$ cat src/rtl/math_pkg.sv
// math_pkg: small integer helpers for the chunked arithmetic blocks
// (pipelined adder and subtractor). These are used at elaboration time to size
// pipelines and slices.
package math_pkg;

    // Integer division that rounds up. Gives the number of slices needed to cover a word.
    function automatic int ceil_division(input int num, input int den);
        return (num + den - 1) / den;
    endfunction

    // Smaller of two integers.
    function automatic int min(input int x, input int y);
        return (x < y) ? x : y;
    endfunction

    // Width of slice k. Every slice is CHUNK bits except a possibly narrower last one.
    function automatic int chunk_width(input int width, input int chunk, input int k);
        return min(chunk, width - k * chunk);
    endfunction

endpackage

$ cat src/rtl/adder_chunk_stage.sv
// adder_chunk_stage: one slice of the chunked pipelined adder.
// The operand slice is delayed by PRE_DELAY cycles so it meets the carry from the
// previous slice. It is then added with that carry, and both sum and carry are
// registered. The sum is delayed a further POST_DELAY cycles so every slice of a
// word reaches the output on the same cycle.
// With PIPELINED_ADDER_OVERFLOW_EN defined, the stage also exports its
// combinational signed-overflow term (carry into MSB XOR carry out of MSB).
module adder_chunk_stage #(
    parameter int W          = 1,
    parameter int PRE_DELAY  = 0,
    parameter int POST_DELAY = 0
) (
    input  logic         clk,
    input  logic         rst,
    input  logic         en,
    input  logic [W-1:0] a_i,
    input  logic [W-1:0] b_i,
    input  logic         carry_i,
    output logic [W-1:0] sum_o,
    output logic         carry_o
`ifdef PIPELINED_ADDER_OVERFLOW_EN
    ,
    output logic         signOvf_o
`endif
);

    logic [W-1:0] aDel;
    logic [W-1:0] bDel;
    logic [W:0]   sumFull_d;
    logic [W-1:0] sum_q;
    logic         carry_q;

    generate
        if (PRE_DELAY == 0) begin : g_noSkew
            assign aDel = a_i;
            assign bDel = b_i;
        end else begin : g_skew
            logic [W-1:0] aSkew_q [PRE_DELAY];
            logic [W-1:0] bSkew_q [PRE_DELAY];

            // Input skew: hold this slice back until the lower slices' carry arrives.
            always_ff @(posedge clk) begin
                if (rst) begin
                    for (int i = 0; i < PRE_DELAY; i++) begin
                        aSkew_q[i] <= '0;
                        bSkew_q[i] <= '0;
                    end
                end else if (en) begin
                    aSkew_q[0] <= a_i;
                    bSkew_q[0] <= b_i;
                    for (int i = 1; i < PRE_DELAY; i++) begin
                        aSkew_q[i] <= aSkew_q[i-1];
                        bSkew_q[i] <= bSkew_q[i-1];
                    end
                end
            end

            assign aDel = aSkew_q[PRE_DELAY-1];
            assign bDel = bSkew_q[PRE_DELAY-1];
        end
    endgenerate

    // The add is one bit wider than the slice, so the carry out is simply the top bit.
    assign sumFull_d = {1'b0, aDel} + {1'b0, bDel} + {{W{1'b0}}, carry_i};

    // Register the slice sum and its carry. The next stage consumes the carry one enabled cycle later.
    always_ff @(posedge clk) begin
        if (rst) begin
            sum_q   <= '0;
            carry_q <= 1'b0;
        end else if (en) begin
            sum_q   <= sumFull_d[W-1:0];
            carry_q <= sumFull_d[W];
        end
    end

    assign carry_o = carry_q;

`ifdef PIPELINED_ADDER_OVERFLOW_EN
    // The carry into the MSB is recovered from the MSB operand bits and the MSB sum bit.
    assign signOvf_o = (aDel[W-1] ^ bDel[W-1] ^ sumFull_d[W-1]) ^ sumFull_d[W];
`endif

    generate
        if (POST_DELAY == 0) begin : g_noDeskew
            assign sum_o = sum_q;
        end else begin : g_deskew
            logic [W-1:0] deskew_q [POST_DELAY];

            // Output deskew: delay this slice's sum until the highest slice of the same word completes.
            always_ff @(posedge clk) begin
                if (rst) begin
                    for (int i = 0; i < POST_DELAY; i++) begin
                        deskew_q[i] <= '0;
                    end
                end else if (en) begin
                    deskew_q[0] <= sum_q;
                    for (int i = 1; i < POST_DELAY; i++) begin
                        deskew_q[i] <= deskew_q[i-1];
                    end
                end
            end

            assign sum_o = deskew_q[POST_DELAY-1];
        end
    endgenerate

endmodule

$ cat src/rtl/pipelined_adder.sv
// pipelined_adder: WIDTH-bit adder split into CHUNK-bit slices, one pipeline
// stage per slice. It accepts one operand pair per enabled cycle and has a
// latency of NSTAGE enabled cycles.
// Optional feature macro: PIPELINED_ADDER_OVERFLOW_EN adds a registered
// two's-complement overflow output that is aligned with out.
module pipelined_adder
    import math_pkg::*;
#(
    parameter int WIDTH = 1,
    parameter int CHUNK = 1
) (
    input  logic             clk,
    input  logic             rst,
    input  logic             en,
    input  logic             valid_in,
    input  logic [WIDTH-1:0] in1,
    input  logic [WIDTH-1:0] in2,
    input  logic             cin,
    output logic [WIDTH-1:0] out,
    output logic             carry,
    output logic             valid_out
`ifdef PIPELINED_ADDER_OVERFLOW_EN
    ,
    output logic             overflow
`endif
);

    // Guard the sizing so an illegal parameter produces the error below rather than a cascade of width errors.
    localparam int NSTAGE = (WIDTH < 1 || CHUNK < 1) ? 1 : ceil_division(WIDTH, CHUNK);

    generate
        if (WIDTH < 1) begin : g_badWidth
            $error("pipelined_adder: WIDTH must be at least 1");
        end
        if (CHUNK < 1) begin : g_badChunk
            $error("pipelined_adder: CHUNK must be at least 1");
        end
    endgenerate

    logic [NSTAGE:0]   cChain;
    logic [NSTAGE-1:0] validPipe_q;
`ifdef PIPELINED_ADDER_OVERFLOW_EN
    logic [NSTAGE-1:0] stageOvf;
    logic              overflow_d;
    logic              overflow_q;
`endif

    assign cChain[0] = cin;

    generate
        for (genvar k = 0; k < NSTAGE; k++) begin : g_stage
            localparam int WK  = chunk_width(WIDTH, CHUNK, k);
            localparam int LSB = k * CHUNK;

            adder_chunk_stage #(
                .W          (WK),
                .PRE_DELAY  (k),
                .POST_DELAY (NSTAGE - 1 - k)
            ) u_stage (
                .clk       (clk),
                .rst       (rst),
                .en        (en),
                .a_i       (in1[LSB +: WK]),
                .b_i       (in2[LSB +: WK]),
                .carry_i   (cChain[k]),
                .sum_o     (out[LSB +: WK]),
                .carry_o   (cChain[k+1])
`ifdef PIPELINED_ADDER_OVERFLOW_EN
                ,
                .signOvf_o (stageOvf[k])
`endif
            );
        end
    endgenerate

    // The last stage has no deskew, so its registered carry is already aligned with out.
    assign carry = cChain[NSTAGE];

    // Valid pipe: valid_in travels alongside the data so valid_out marks aligned words.
    always_ff @(posedge clk) begin
        if (rst) begin
            validPipe_q <= '0;
        end else if (en) begin
            validPipe_q[0] <= valid_in;
            for (int i = 1; i < NSTAGE; i++) begin
                validPipe_q[i] <= validPipe_q[i-1];
            end
        end
    end

    assign valid_out = validPipe_q[NSTAGE-1];

`ifdef PIPELINED_ADDER_OVERFLOW_EN
    assign overflow_d = stageOvf[NSTAGE-1];

    // Overflow is taken from the final stage on the same edge that registers the final carry.
    always_ff @(posedge clk) begin
        if (rst) begin
            overflow_q <= 1'b0;
        end else if (en) begin
            overflow_q <= overflow_d;
        end
    end

    assign overflow = overflow_q;
`endif

endmodule

$ cat config.mk
export PLATFORM = sky130hd
export DESIGN_NAME = pipelined_adder
export DESIGN_NICKNAME = d
export VERILOG_FILES = /design/src/rtl/math_pkg.sv /design/src/rtl/adder_chunk_stage.sv /design/src/rtl/pipelined_adder.sv
export SDC_FILE = /design/constraint.sdc
export NUM_CORES = 1
export LEC_CHECK = 0
export CORE_AREA = 8 8 45 47
export CTS_CLUSTER_DIAMETER = 30
export CTS_CLUSTER_SIZE = 24
export DETAILED_ROUTE_END_ITERATION = 12
export DIE_AREA = 0 0 53 55
export HOLD_SLACK_MARGIN = 0.08
export PLACE_DENSITY_LB_ADDON = 0.25
export SLEW_MARGIN = 5
export SYNTH_ARGS = -nofsm -noshare
export SYNTH_HDL_FRONTEND = slang
export SYNTH_HIERARCHICAL = 1
export SYNTH_SLANG_ARGS = --single-unit
$ cat constraint.sdc
create_clock -name clk -period 0.9 [get_ports clk]
set_input_delay 0.135 -clock clk [delete_from_list [all_inputs] [get_ports clk]]
set_output_delay 0.135 -clock clk [all_outputs]
set_load 0.005 [all_outputs]
; ---- Word-level counts from Yosys, hierarchy flattened
; Index checks and enable logic that the tools add are counted.
[word_totals]
reg_bits = 3
inputBits = 7
output_inout_bits = 3
elab_cells = 5
[op_classes]
addsub = 2
[op_table]
columns = cell, count
row1 = 1-bit by 1-bit adder with 2-bit output, 1
row2 = 2-bit by 1-bit adder with 2-bit output, 1

; ---- Depth between registers and ports, before layout
; Gate-level depths: netlist (run 1).
[depth]
depth_word = 2
ltp_mapped = 3
mapped_depth_nobuf = 3

; ---- By module
; The synthesis (run 1) kept the hierarchy.
[modules_own_cells]
columns = mod, n_inst, cells_per_inst, area_per_inst_um2, seq_area_each_um2
row1 = adder_chunk_stage, 1, 7, 87.6, 40.0
row2 = pipelined_adder, 1, 3, 33.8, 20.0

; ---- Worst setup path before layout (run 1)
; No wires, ideal clock.
[synth_timing]
path_type = in2reg
start = input in1
end = register g_stage[0].u_stage.sum_q
setup_time_ns = 0.114
arrival_time_ns = 0.756
setup_slack_ns = 0.030
cell_stages = 3
path_buffers = 0
path_cell_list = fa_1 mux2i_1 nor2_1
[synth_between]
elab_chain_cells = 2
[synth_rtl]
columns = element, line_no
row1 = "start, declared", pipelined_adder.sv:16  ; input logic [WIDTH-1:0] in1,
row2 = 1-bit by 1-bit adder with 2-bit output, adder_chunk_stage.sv:64  ; assign sumFull_d = {1'b0, aDel} + {1'b0, bDel} + {{W{1'b0}}, carry_i};
row3 = 2-bit by 1-bit adder with 2-bit output, adder_chunk_stage.sv:64
row4 = "end signal, assigned", adder_chunk_stage.sv:72  ; sum_q <= sumFull_d[W-1:0];
row5 = "end, declared", adder_chunk_stage.sv:30  ; logic [W-1:0] sum_q;
; No other way between the ends.
; A chain may end at the register's enable or synchronous reset.

; ---- Worst setup path after layout (run 1)
[layout_timing]
start = register validPipe_q (netlist: valid_out)
end = output valid_out
[layout_rtl]
columns = element, line_no
row1 = "start, declared", pipelined_adder.sv:41  ; logic [NSTAGE-1:0] validPipe_q;
row2 = "start signal, assigned by index", pipelined_adder.sv:86  ; validPipe_q[i] <= validPipe_q[i-1];
row3 = "end, declared", pipelined_adder.sv:21  ; output logic valid_out
; No word-level cell between the ends.

==> results of run 1 <==
[sequential cells by signal, indices dropped and copies added, names as in the netlist]
| register | cells |
|---|---|
| g_stage.u_stage/carry_o | 1 |
| valid_out | 1 |
| g_stage.u_stage/sum_o | 1 |
[worst reg2reg max path: stages (launching register included)]
cell and delay, ns:
sky130_fd_sc_hd__dfxtp_2 0.31, sky130_fd_sc_hd__mux2i_1 0.12, sky130_fd_sc_hd__nor2_1 0.05
[synth_stat cells]
cell | number | area, um2
sky130_fd_sc_hd__mux2i_1 | 3 | 30.03
sky130_fd_sc_hd__dfxtp_1 | 3 | 60.06
sky130_fd_sc_hd__fa_1 | 1 | 20.02
sky130_fd_sc_hd__nor2_1 | 3 | 11.26
[cell type report]
| type | instances | area [um2] | share of cell area [%] |
|---|---|---|---|
| multi-input cells | 7 | 61.31 | 25.39 |
| well taps | 16 | 20.02 | 8.290 |
| repair buffers | 9 | 71.32 | 29.53 |
| flip-flops and latches | 3 | 62.56 | 25.91 |
| clock buffers | 4 | 26.28 | 10.88 |
[timing repair]
action,4_1_cts,5_1_grt
pin swaps,2,2
cloned,0,0
endpoints found under the setup margin,5,3
setup buffers,0,0
gates resized for setup,16,5
[worst max-delay path by stage]
stage | end | slack [ns] | start
3_3_place_gp | g_stage[0].u_stage/sum_o | -0.44 | in1
3_5_place_dp | g_stage[0].u_stage/sum_o | -0.46 | in1
5_1_grt | valid_out | 0.005 | valid_out
4_1_cts | carry | 0.002 | g_stage[0].u_stage/carry_o
2_1_floorplan | g_stage[0].u_stage/sum_o | 0.03 | in1
6_report | valid_out | 0.03 | valid_out
[metal layers]
metal / routed length (um) / vias to the layer above / track usage, % / share of wire (%)
met2: 81 / 12 / 2.148 / 22
met5: 0 / - / 0 / 0
met1: 152 / 43 / 3.040 / 41
met3: 106 / 4 / 4.011 / 29
met4: 27 / 0 / 7.759 / 7.3
li1: - / 59 / - / -
[power groups by stage]
stage | combinational, uW | clock, uW | sequential, uW
after detailed placement | 75.7 | 0 | 151
after global routing | 70.3 | 265 | 150
after floorplan | 18.5 | 0 | 151
final | 62.5 | 235 | 149
after global placement | 73.8 | 0 | 150
after CTS | 69.6 | 249 | 150
[cells by family (layout without fill, tap and decap cells)]
kind of cell               Yosys count  after routing  synth area share (%)
and+or+nand+nor                      3              3                 9.278
buffers and inverters                0             13                     0
DFF                                  3              3                 49.49
muxes                                3              3                 24.74
adders and majority gates            1              1                 16.50
[placed cells by master (no fill, tap or decap), types with 2 or more instances in the layout]
master and n:
sky130_fd_sc_hd__buf_2 2, sky130_fd_sc_hd__clkbuf_2 2, sky130_fd_sc_hd__clkbuf_4 3, sky130_fd_sc_hd__clkdlybuf4s50_1 3, sky130_fd_sc_hd__dfxtp_2 2, sky130_fd_sc_hd__mux2i_1 3
sky130_fd_sc_hd__nor2_1 3
[through the flow]
| stage | TNS [ns] | utilization, % | power [uW] |
|---|---|---|---|
| 2_1_floorplan | 0 | - | 169.8 |
| 3_3_place_gp | -1.133 | 16.73 | 224.2 |
| 3_5_place_dp | -1.208 | 16.73 | 226.5 |
| 4_1_cts | 0 | 18.99 | 469.1 |
| 5_1_grt | 0 | 17.45 | 485.5 |
| 6_report | 0 | 17.45 | 446.6 |
==> results.md, run 1 <==
| Result | Reported |
|:---|:---|
| Status | finished, final reports clean |
| Horizontal die dimension | 53 um |
| Maximum VDD drop | 0.0002249 V |
| Vertical die dimension | 55 um |
| Number of design rule violations left after detail routing | 0 |
| Pin count of the biggest net entering global routing | 4 |
| Number of optimization iterations in the first detailed-route pass | 4 |
| Unrepaired setup endpoints after global routing | false |
| Number of max-slew violations in the final report | 0 |
| Post-route cell area | 241.5 um2 |
| Number of rows in the core area | 14 |
| I/O pins | 10 |
| Number of hold-slack violations in the final timing report | 0 |
| Worst hold path cell count | 4 |
| Share of cells above drive strength 1 | 43.48% |
| Worst setup slack for register-to-register paths | 0.31 ns |
| Number of H-tree levels | 1 |
| Via count of the first global-routing pass | 136 |
| P_sw | 96.36 uW |
| IO Port Bufs | 9 |
| Power share of the combinational group | 14.0% |
| Buf/Inv on CP | 1 |
| Final-stage net count | 32 |
| Placed inst area | 231.5 um2 |
| Worst-Skew Late Latency | 0.23 ns |
| Switching share of power | 21.57% |
| Syn_nets | 18 |
| Total clock buffers created by CTS | 3 |
| Max Clock Skew | 0 ns |
| Clock Root Buffer | sky130_fd_sc_hd__clkbuf_4 |
| Number of setup violations in the final report | 0 |
| Buffer levels on the longest clock path | 2 |
| Initial standard-cell utilization of the core | 8.770% |
| Global-route total usage across every layer | 3.497% |
| Final-layout worst hold slack | 0.3419 ns |
| Yosys warning total | 6 |
| Area of the placeable core | 1384 um2 |
| Clock Power Share | 52.6% |
| Critical Path, Cell by Cell | clkdlybuf4s15_2 |
| Tcrit/Tclk final | 96.99% |
| Distinct cell type count of the synthesized netlist | 4 |
| Gp weighted congestion | 0.5705 |
| Diodes inserted | 0 |
| Hold Path End | g_stage[0].u_stage/sum_o |
| Mapped Cells | 10 |
| Die outline area | 2915 um2 |
| Total gr overflow | 0 |
| Initial antenna violation count | 0 |
| Class of the most critical hold timing path | input pin to flop |
| Number of nets still failing antenna checks after routing | 0 |
| Global-route wire length before repair | 579 um |
| Sinks on Clock Net | 3 |
| Kind of critical path | flop to output pin |
| Family with the most delay on the worst path | flip-flops |
| Worst Reg2Reg Path Length in Cells | 2 |
| Pwr per Cell Area | 1850 nW/um2 |
| Final setup slack of the worst path | 0.02713 ns |
| Minimum clock period after layout | 0.8729 ns |
| Post-placement cell count | 35 |
| TritonCTS clock tree | yes |
| Starting DRT DRC Count | 3 |
| CTS clock-pin slew for the worst setup and hold paths | 0.04 ns |
| Max frequency | 1146 MHz |
| Worst min-delay path startpoint | in2 |
| Total routed wirelength | 369 um |
| RR Endpoint | g_stage[0].u_stage/sum_o |
| Count of max-cap constraint violations | 0 |
| Flop and latch count out of synthesis | 3 |
| Required @ worst endpoint | 0.76 ns |
| Endpoint class of the critical path | output pin |
| Per-cell routed wire length | 9.462 um |
| Post-DR vias/cell | 3.026 |
| Sequential area share after synthesis | 49.48% |
| Average cell area after synthesis | 12.14 um2 |
| Critical path arrival | 0.74 ns |
| Count of vias placed by the detailed router | 118 |
| Critical path's slowest cell | sky130_fd_sc_hd__dfxtp_2 |
| Worst slew margin relative to its limit | 88.61% |
| Sequential power share | 33.4% |
| Sort of element at the start of the critical path | flop |
| Post-CTS Hold Fix Bufs | 0 |
| Growth of design area from synthesis to finish | 98.97% |
| Non-filler instance count after layout | 39 |
| Critical register-to-register path startpoint | g_stage[0].u_stage/sum_o |
| Internal Power | 350.3 uW |
| Slew of the pin with the lowest slew margin | 0.1704 ns |
| Maximum fanout along the worst path | 2 |
| Synthesized area | 121.4 um2 |
| Lkg Pwr | 0.0001097 uW |
| DP Worst Slack | -0.4605 ns |
| Stage delay of the slowest cell on the critical path | 0.31 ns |
| Filler cells | 157 |
| Number of logic stages on the critical path including buffering | 1 |
(Power assumes the default switching activity.)
==> inputs of run 2 (changes only) <==
--- a/config.mk
+++ b/config.mk
@@ -11,7 +11,7 @@
 export DETAILED_ROUTE_END_ITERATION = 12
 export DIE_AREA = 0 0 53 55
 export HOLD_SLACK_MARGIN = 0.08
-export PLACE_DENSITY_LB_ADDON = 0.25
+export PLACE_DENSITY = 0.41
 export SLEW_MARGIN = 5
 export SYNTH_ARGS = -nofsm -noshare
 export SYNTH_HDL_FRONTEND = slang
==> results.md, run 2 (synthesis results as in run 1) <==
| Result | Reported |
|:---|:---|
| Status | finished, final reports clean |
| Initial standard-cell utilization of the core | 8.770% |
| Diodes inserted | 0 |
| Number of logic stages on the critical path including buffering | 4 |
| Per-cell routed wire length | 9.675 um |
| Final-layout worst hold slack | 0.3642 ns |
| Max frequency | 1127 MHz |
| Unrepaired setup endpoints after global routing | false |
| Placed inst area | 231.5 um2 |
| Pwr per Cell Area | 1851 nW/um2 |
| Number of nets still failing antenna checks after routing | 0 |
| Kind of critical path | input pin to flop |
| Required @ worst endpoint | 1.02 ns |
| DP Worst Slack | -0.4553 ns |
| Global-route total usage across every layer | 3.168% |
| Core utilization of the finished layout | 17.90% |
| Gp weighted congestion | 0.5541 |
| Final setup slack of the worst path | 0.01255 ns |
| Sinks on Clock Net | 3 |
| Lkg Pwr | 0.0001171 uW |
| Number of setup violations in the final report | 0 |
| Worst-Skew Late Latency | 0.23 ns |
| Maximum VDD drop | 0.0003299 V |
| Worst slew margin relative to its limit | 90.81% |
| Non-filler instance count after layout | 40 |
| Tcrit/Tclk final | 98.61% |
| Worst setup slack for register-to-register paths | 0.19 ns |
| Buf/Inv on CP | 1 |
| Number of hold-slack violations in the final timing report | 0 |
| Number of max-slew violations in the final report | 0 |
| Share of cells above drive strength 1 | 45.83% |
| Starting DRT DRC Count | 2 |
| Post-route cell area | 247.7 um2 |
| Initial antenna violation count | 0 |
| Buffer levels on the longest clock path | 2 |
| Count of vias placed by the detailed router | 119 |
| Via count of the first global-routing pass | 142 |
| Worst setup path startpoint | in2 |
| Clock Root Buffer | sky130_fd_sc_hd__clkbuf_4 |
| Critical register-to-register path startpoint | g_stage[0].u_stage/sum_o |
| Post-placement cell count | 35 |
| Slew of the pin with the lowest slew margin | 0.1340 ns |
| Area occupied by multi-input gates | 61.31 um2 |
| Critical path's slowest cell | sky130_fd_sc_hd__fa_1 |
| Number of H-tree levels | 1 |
| Number of design rule violations left after detail routing | 0 |
| Worst setup endpoint | g_stage[0].u_stage/sum_o |
| Total gr overflow | 0 |
| Maximum fanout along the worst path | 1 |
| Family with the most delay on the worst path | adder cells |
| Global-route wire length before repair | 545 um |
| Post-CTS Hold Fix Bufs | 0 |
| Minimum clock period after layout | 0.8875 ns |
| IO Port Bufs | 9 |
| Number of rows in the core area | 14 |
| Max Clock Skew | 0 ns |
| Area of all sequential standard cells | 63.81 um2 |
| Filler cells | 155 |
| Die outline area | 2915 um2 |
| Total clock buffers created by CTS | 3 |
| Number of optimization iterations in the first detailed-route pass | 4 |
| Critical path arrival | 1.01 ns |
| Post-DR vias/cell | 2.975 |
| Area of the placeable core | 1384 um2 |
| Worst Reg2Reg Path Length in Cells | 3 |
| I/O pins | 10 |
| Growth of design area from synthesis to finish | 104.1% |
| Endpoint class of the critical path | flop |
| CTS clock-pin slew for the worst setup and hold paths | 0.04 ns |
| Sort of element at the start of the critical path | input pin |
| Count of max-cap constraint violations | 0 |
| Stage delay of the slowest cell on the critical path | 0.44 ns |
| Class of the most critical hold timing path | input pin to flop |
| Vertical die dimension | 55 um |
| TritonCTS clock tree | yes |
| Final-stage net count | 33 |
| Pin count of the biggest net entering global routing | 4 |
| Critical Path, Cell by Cell | dlygate4sd2_1 -> fa_1 -> mux2i_1 -> nor2_1 |
| Horizontal die dimension | 53 um |
| Total routed wirelength | 387 um |
| RR Endpoint | g_stage[0].u_stage/sum_o |
run 2: per-layer routing:
| layer | global-route usage (%) | share of wire (%) | up-vias |
|---|---|---|---|
| met1 | 2.731 | 48 | 49 |
| met2 | 2.539 | 30 | 10 |
| met4 | 6.466 | 0 | 0 |
| met5 | 0 | 0 | - |
| met3 | 3.209 | 22 | 0 |
| li1 | - | - | 60 |
run 2: timing repair:
| action | 4_1_cts | 5_1_grt |
|---|---|---|
| gates cloned | 0 | 0 |
| pin swaps | 1 | 2 |
| endpoints found under the setup margin | 5 | 4 |
| gates resized for setup | 16 | 5 |
| setup buffers | 0 | 1 |
run 2: power by group:
| part | internal (uW) | switching (uW) |
|---|---|---|
| clock | 167 | 74.9 |
| sequential | 146 | 4.30 |
| combinational | 42.8 | 24.5 |
| total | 355 | 104 |
run 2: worst min path at each step:
stage               depth (start not counted)                       start  slack (ns)                    endpoint
finish                                      4                         cin        0.36    g_stage[0].u_stage/sum_o
global route                                4                         cin        0.39    g_stage[0].u_stage/sum_o
CTS                                         4                         cin        0.44    g_stage[0].u_stage/sum_o
detailed placement                          2  g_stage[0].u_stage/carry_o        0.50  g_stage[0].u_stage/carry_o
global placement                            2                   valid_out        0.48                   valid_out
floorplan                                   1                         rst        0.21  g_stage[0].u_stage/carry_o
run 2: tightest hold or removal path, stage by stage:
cell                       delay, ns
sky130_fd_sc_hd__clkbuf_2       0.10
sky130_fd_sc_hd__fa_1           0.17
sky130_fd_sc_hd__mux2i_1        0.07
sky130_fd_sc_hd__nor2_1         0.09
run 2: stage by stage:
stage / TNS (ns) / total power (uW)
after floorplan: 0 / 169.8
after global placement: -1.129 / 224.1
after detailed placement: -1.208 / 226.6
after CTS: 0 / 473.7
after global routing: 0 / 497.1
final: 0 / 458.6
run 2: final cells by class:
| class | instances | area share, % |
|---|---|---|
| clock buffer | 4 | 10.61 |
| multi-input combinational | 7 | 24.75 |
| sequential | 3 | 25.76 |
| tap | 16 | 8.081 |
| timing repair buffer | 10 | 30.81 |
